**src/rtl/seven_seg_scan_ctrl.sv**
```systemverilog
// Binary-to-BCD converter (sequential double-dabble) with a held result that is
// time-multiplexed onto a 4-digit 7-segment decoder, with leading-zero blanking and overflow.
module seven_seg_scan_ctrl #(
  parameter int DATA_W      = 14,
  parameter int REFRESH_DIV = 100000,
  parameter int LZ_BLANK    = 1
) (
  input  logic              clk,
  input  logic              rst,
  input  logic              load_valid,
  input  logic [DATA_W-1:0] load_data,
  output logic              load_ready,
  output logic              ovf,
  output logic [1:0]        digit_sel,
  output logic [3:0]        digit_num
);

  localparam int STEP_W = (DATA_W > 1) ? $clog2(DATA_W) : 1;
  localparam int PRE_W  = (REFRESH_DIV > 1) ? $clog2(REFRESH_DIV) : 1;

  typedef enum logic {IDLE, CONVERT} state_t;

  state_t             state_reg, state_next;
  logic [DATA_W-1:0]  shift_reg, shift_next;
  logic [15:0]        work_reg, work_next, work_adj;
  logic [STEP_W-1:0]  step_reg, step_next;
  logic [15:0]        bcd_reg, bcd_next;
  logic               ovf_reg, ovf_next;
  logic [PRE_W-1:0]   pre_reg;
  logic [1:0]         sel_reg;
  logic               over_max;

  // Add-3 correction on every nibble that would overflow a decimal digit after the shift
  generate
    for (genvar gi = 0; gi < 4; gi++) begin : g_adj
      assign work_adj[gi*4 +: 4] = (work_reg[gi*4 +: 4] >= 4'd5) ?
                                   work_reg[gi*4 +: 4] + 4'd3 : work_reg[gi*4 +: 4];
    end
  endgenerate

  assign over_max = {{(16-DATA_W){1'b0}}, load_data} > 16'd9999;

  always_comb begin
    state_next = state_reg;
    shift_next = shift_reg;
    work_next  = work_reg;
    step_next  = step_reg;
    bcd_next   = bcd_reg;
    ovf_next   = ovf_reg;
    load_ready = 1'b0;
    case (state_reg)
      IDLE: begin
        load_ready = 1'b1;
        if (load_valid) begin
          if (over_max) begin
            ovf_next = 1'b1;
          end else begin
            shift_next = load_data;
            work_next  = '0;
            step_next  = '0;
            state_next = CONVERT;
          end
        end
      end
      CONVERT: begin
        work_next  = (work_adj << 1) | {15'd0, shift_reg[DATA_W-1]};
        shift_next = shift_reg << 1;
        step_next  = step_reg + 1'b1;
        // Last step: the stored value and ovf update together so the display never tears
        if (step_reg == STEP_W'(DATA_W-1)) begin
          bcd_next   = work_next;
          ovf_next   = 1'b0;
          state_next = IDLE;
        end
      end
      default: state_next = IDLE;
    endcase
  end

  always_ff @(posedge clk) begin
    if (rst) begin
      state_reg <= IDLE;
      shift_reg <= '0;
      work_reg  <= '0;
      step_reg  <= '0;
      bcd_reg   <= '0;
      ovf_reg   <= 1'b0;
    end else begin
      state_reg <= state_next;
      shift_reg <= shift_next;
      work_reg  <= work_next;
      step_reg  <= step_next;
      bcd_reg   <= bcd_next;
      ovf_reg   <= ovf_next;
    end
  end

  // Free-running scan, independent of the conversion FSM
  always_ff @(posedge clk) begin
    if (rst) begin
      pre_reg <= '0;
      sel_reg <= 2'd0;
    end else if (pre_reg == PRE_W'(REFRESH_DIV-1)) begin
      pre_reg <= '0;
      sel_reg <= sel_reg + 2'd1;
    end else begin
      pre_reg <= pre_reg + 1'b1;
    end
  end

  logic d3_zero, d2_zero, d1_zero, blank;

  assign d3_zero = (bcd_reg[15:12] == 4'd0);
  assign d2_zero = (bcd_reg[11:8]  == 4'd0);
  assign d1_zero = (bcd_reg[7:4]   == 4'd0);

  always_comb begin
    blank = 1'b0;
    case (sel_reg)
      2'd3:    blank = d3_zero;
      2'd2:    blank = d3_zero && d2_zero;
      2'd1:    blank = d3_zero && d2_zero && d1_zero;
      default: blank = 1'b0;
    endcase
    if (ovf_reg || ((LZ_BLANK != 0) && blank))
      digit_num = 4'hF;
    else
      digit_num = bcd_reg[sel_reg*4 +: 4];
  end

  assign ovf       = ovf_reg;
  assign digit_sel = sel_reg;

endmodule

```
**config.mk**
```make
export PLATFORM = sky130hd
export DESIGN_NAME = seven_seg_scan_ctrl
export DESIGN_NICKNAME = d
export VERILOG_FILES = /design/src/rtl/seven_seg_scan_ctrl.sv
export SDC_FILE = /design/constraint.sdc
export NUM_CORES = 1
export LEC_CHECK = 0
export ABC_CLOCK_PERIOD_IN_PS = 2009
export CORE_ASPECT_RATIO = 1.75
export CORE_UTILIZATION = 45
export CTS_CLUSTER_SIZE = 8
export DETAILED_ROUTE_END_ITERATION = 10
export GPL_TIMING_DRIVEN = 0
export PLACE_DENSITY = 0.75
export SYNTH_ARGS = -nofsm -noshare
export SYNTH_HDL_FRONTEND = slang
export SYNTH_SLANG_ARGS = --single-unit
```
**constraint.sdc**
```tcl
create_clock -name clk -period 2.01 [get_ports clk]
set_input_delay 0.402 -clock clk [delete_from_list [all_inputs] [get_ports clk]]
set_output_delay 0.402 -clock clk [all_outputs]
set_load 0.02 [all_outputs]
```
==> results_dict.tcl <==
set metrics [dict create \
    synth_edf_count 0 \
    p_leak_uw 0.001506 \
    synthAdderAreaFrac 0.05419 \
    drtIter0Drc 162 \
    overflow 0 \
    syn-num-nets 401 \
    antenna_found_initial 0 \
    yosysSeqAreaShare 0.4104 \
    power_uw 3090 \
    async_flop_share 0 \
    drc_errors 0 \
    yosysUniqueCellTypes 57 \
    yosys.area_share.simple 0.2402 \
    area_growth_pct 20.05 \
    hold_violations 0 \
    place_ws_ns -0.4397 \
    core_region_area_sq_mm 0.007515 \
    syn_inst 369 \
    maxCapViolCount 0 \
    rows 42 \
    p_int_uw 2397 \
    antenna_cells 0 \
    grt_pass1_vias 2882 \
    synth_top_family_by_area "simple AND/OR/NAND/NOR gates" \
    numCtsBuffers 9 \
    die_y_um 118.1 \
    via_per_inst 5.842 \
    clock_skew_ns 0.003144 \
    stdcell_area_sq_mm 0.004158 \
    p_seq_frac 0.471 \
    synth_top_area_share 0.4104 \
    worstPathArrival_ns 1.67 \
    powerDensity_mw_per_mm2 743.1 \
    grt_pass1_wl_um 13310 \
    status "finished with violations" \
    max_freq_mhz 482.8 \
    violations "setup timing" \
    muxShareOfSynthArea 0.03793 \
    die-area_sq_mm 0.008065 \
    min_path_cells 2 \
    netlist_top_cells_area "dfxtp_1 (41%), ha_1 (5.4%), xnor2_1 (4.0%)" \
    grt_usage 0.2248 \
    rsz0062_at_grt "yes" \
    p_sw_uw 692.3 \
    syn_area_sq_mm 0.003463 \
    final-setup-viol-count 4 \
    period_share 1.031 \
    yosys_warnings 0 \
    cts_hold_buf 0 \
    postRouteAntennaNets 0 \
    crit_required_ns 1.61 \
    synthTopCellsByCount "dfxtp_1 (71), nor2_1 (36), nand2_1 (17), nand3_1 (17)" \
    critPathKind "reg -> out" \
    critical_path.endpoint_type "output port" \
    finalWeightedCongestion 0.8093 \
    cts_tree "built" \
    hpwl_um 5929 \
    maxSlewViolCount 0 \
    ys_ff_latch 71 \
    synth_flop_cell "dfxtp_1" \
    clkPwrFrac 0.457 \
    critPathMaxFanout 6 \
    irDropWorstVdd_uv 554.1 \
    synth.most_common_cell "dfxtp_1" \
    cts_sinks 71 \
    htree_levels 3 \
    setup_slack_ns -0.06143 \
    cts_root_buf "clkbuf_16" \
    ioPinCount 25 \
    start_util 0.4609 \
    avgSynthCellArea_sq_um 9.386 \
    synth_compound_area_frac 0.1680 \
    nNetsFinal 440 \
    r2r_cells 6 \
    layout-drive-gt1-share 0.1286 \
    nFillCells 669 \
    cts.clk_slew.worst_paths_ns 0.05 \
    relSlewSlack 0.5800 \
    fin_util 0.5533 \
    portBuffers 24 \
    num_vias 2921 \
    firstDrtPassIters 4 \
    finalWirelength_um 8068 \
    synth_area_leader_cell "dfxtp_1" \
    cts_max_path_buffers 2 \
    max_slew.worst_pin.slew_ns 0.6300 \
    wl_per_cell_um 16.14 \
    clk_latency_ns 0.33 \
    dieWidth_um 68.32 \
    grt_max_degree 11 \
    hold_class "reg -> reg" \
    critPathLaunchType "register" \
    place_area_sq_mm 0.003815 \
    layout_min_cycle_time_ns 2.071 \
    synth_xor_area_frac 0.04805 \
    p_sw_frac 0.2241 \
    power_frac_comb 0.072 \
    largest_reg_flops 17 \
]
==> path summary, 6_finish.rpt <==
| path | slack [ns] | endpoint | from |
|---|---|---|---|
| max reg2reg | 0.22 | pre_reg[11] | pre_reg[0] |
| min reg2reg | 0.45 | bcd_reg[0] | shift_reg[13] |
| max | -0.06 | digit_num[2] | digit_sel[1] |
| min | 0.45 | bcd_reg[0] | shift_reg[13] |
==> metrics by stage <==
stage                     instances  setup TNS [ns]  hold WS [ns]
after floorplan                 369               0        0.4175
after global placement          481          -6.349        0.4303
after detailed placement        481          -7.757        0.4506
after CTS                       499         -0.4021        0.4587
after global routing            500         -0.4902        0.4854
final                           500         -0.2099        0.4544
==> kinds of logic (layout without fill, tap and decap cells) <==
| kind of cell | count (synthesis) | after routing |
|---|---|---|
| XOR/XNOR | 19 | 19 |
| buffers and inverters | 33 | 76 |
| AND/OR/NAND/NOR | 147 | 147 |
| adder cells (fa/ha/maj) | 15 | 15 |
| flip-flops | 71 | 71 |
| AO/OA/AOI/OAI | 76 | 76 |
| multiplexers | 8 | 8 |
==> metal layers <==
metal / up-vias / wire length, um / GRT usage
met1: 1407 / 3088 / 0.2371
met5: - / 0 / 0
met2: 75 / 4410 / 0.3885
met4: 0 / 265 / 0.1263
li1: 1421 / - / -
met3: 18 / 303 / 0.04942
==> final cells by class <==
class	count	area, sq um	share of cell area
inverters	17	66.31	0.01595
well taps	88	110.1	0.02648
repair buffers	28	275.3	0.06621
clock inverters	1	5.005	0.001204
flip-flops and latches	71	1426	0.3431
plain buffers	16	90.09	0.02167
multi-input cells	265	1931	0.4643
clock buffers	14	254.0	0.06109
==> power by group through the flow <==
stage	sequential, uW	clock (uW)	combinational [uW]
after floorplan	1480	0	125
after global placement	1480	0	216
after detailed placement	1490	0	220
after CTS	1450	1440	223
after global routing	1460	1500	242
final	1450	1410	224
==> cell usage in the layout (no fill, tap or decap), drive strengths merged, types with 2 or more instances in the layout <==
| cell | count |
|---|---|
| nand3 | 17 |
| nand3b | 7 |
| o22ai | 3 |
| clkdlybuf4s50 | 20 |
| a311oi | 5 |
| clkbuf | 20 |
| xor2 | 3 |
| a21oi | 15 |
| a211oi | 3 |
| ha | 15 |
| o21ai | 9 |
| or3 | 3 |
| or2 | 8 |
| a31oi | 4 |
| nand4 | 7 |
| and2 | 10 |
| mux2i | 3 |
| nor2 | 37 |
| o2bb2ai | 3 |
| nor4 | 9 |
| dfxtp | 71 |
| nand2 | 17 |
| and4 | 2 |
| nor3 | 4 |
| mux4 | 4 |
| inv | 17 |
| o32ai | 3 |
| o211ai | 2 |
| xnor2 | 16 |
| nor3b | 10 |
| nand2b | 10 |
| a221o | 10 |
| nor4bb | 2 |
| a21o | 6 |
| buf | 18 |
| a22o | 7 |
==> critical path, cell delays in order, from the launching register on <==
cell,delay [ns]
dfxtp_2,0.34
buf_8,0.13
mux4_2,0.49
or2_1,0.25
buf_6,0.13
==> repair_timing <==
item,CTS,global route
resized for setup,32,7
buffers inserted,3,1
endpoints found under the setup margin,4,4
pin swaps,4,4
endpoints found under the hold margin,0,0
Power figures use the tool's default switching activity.
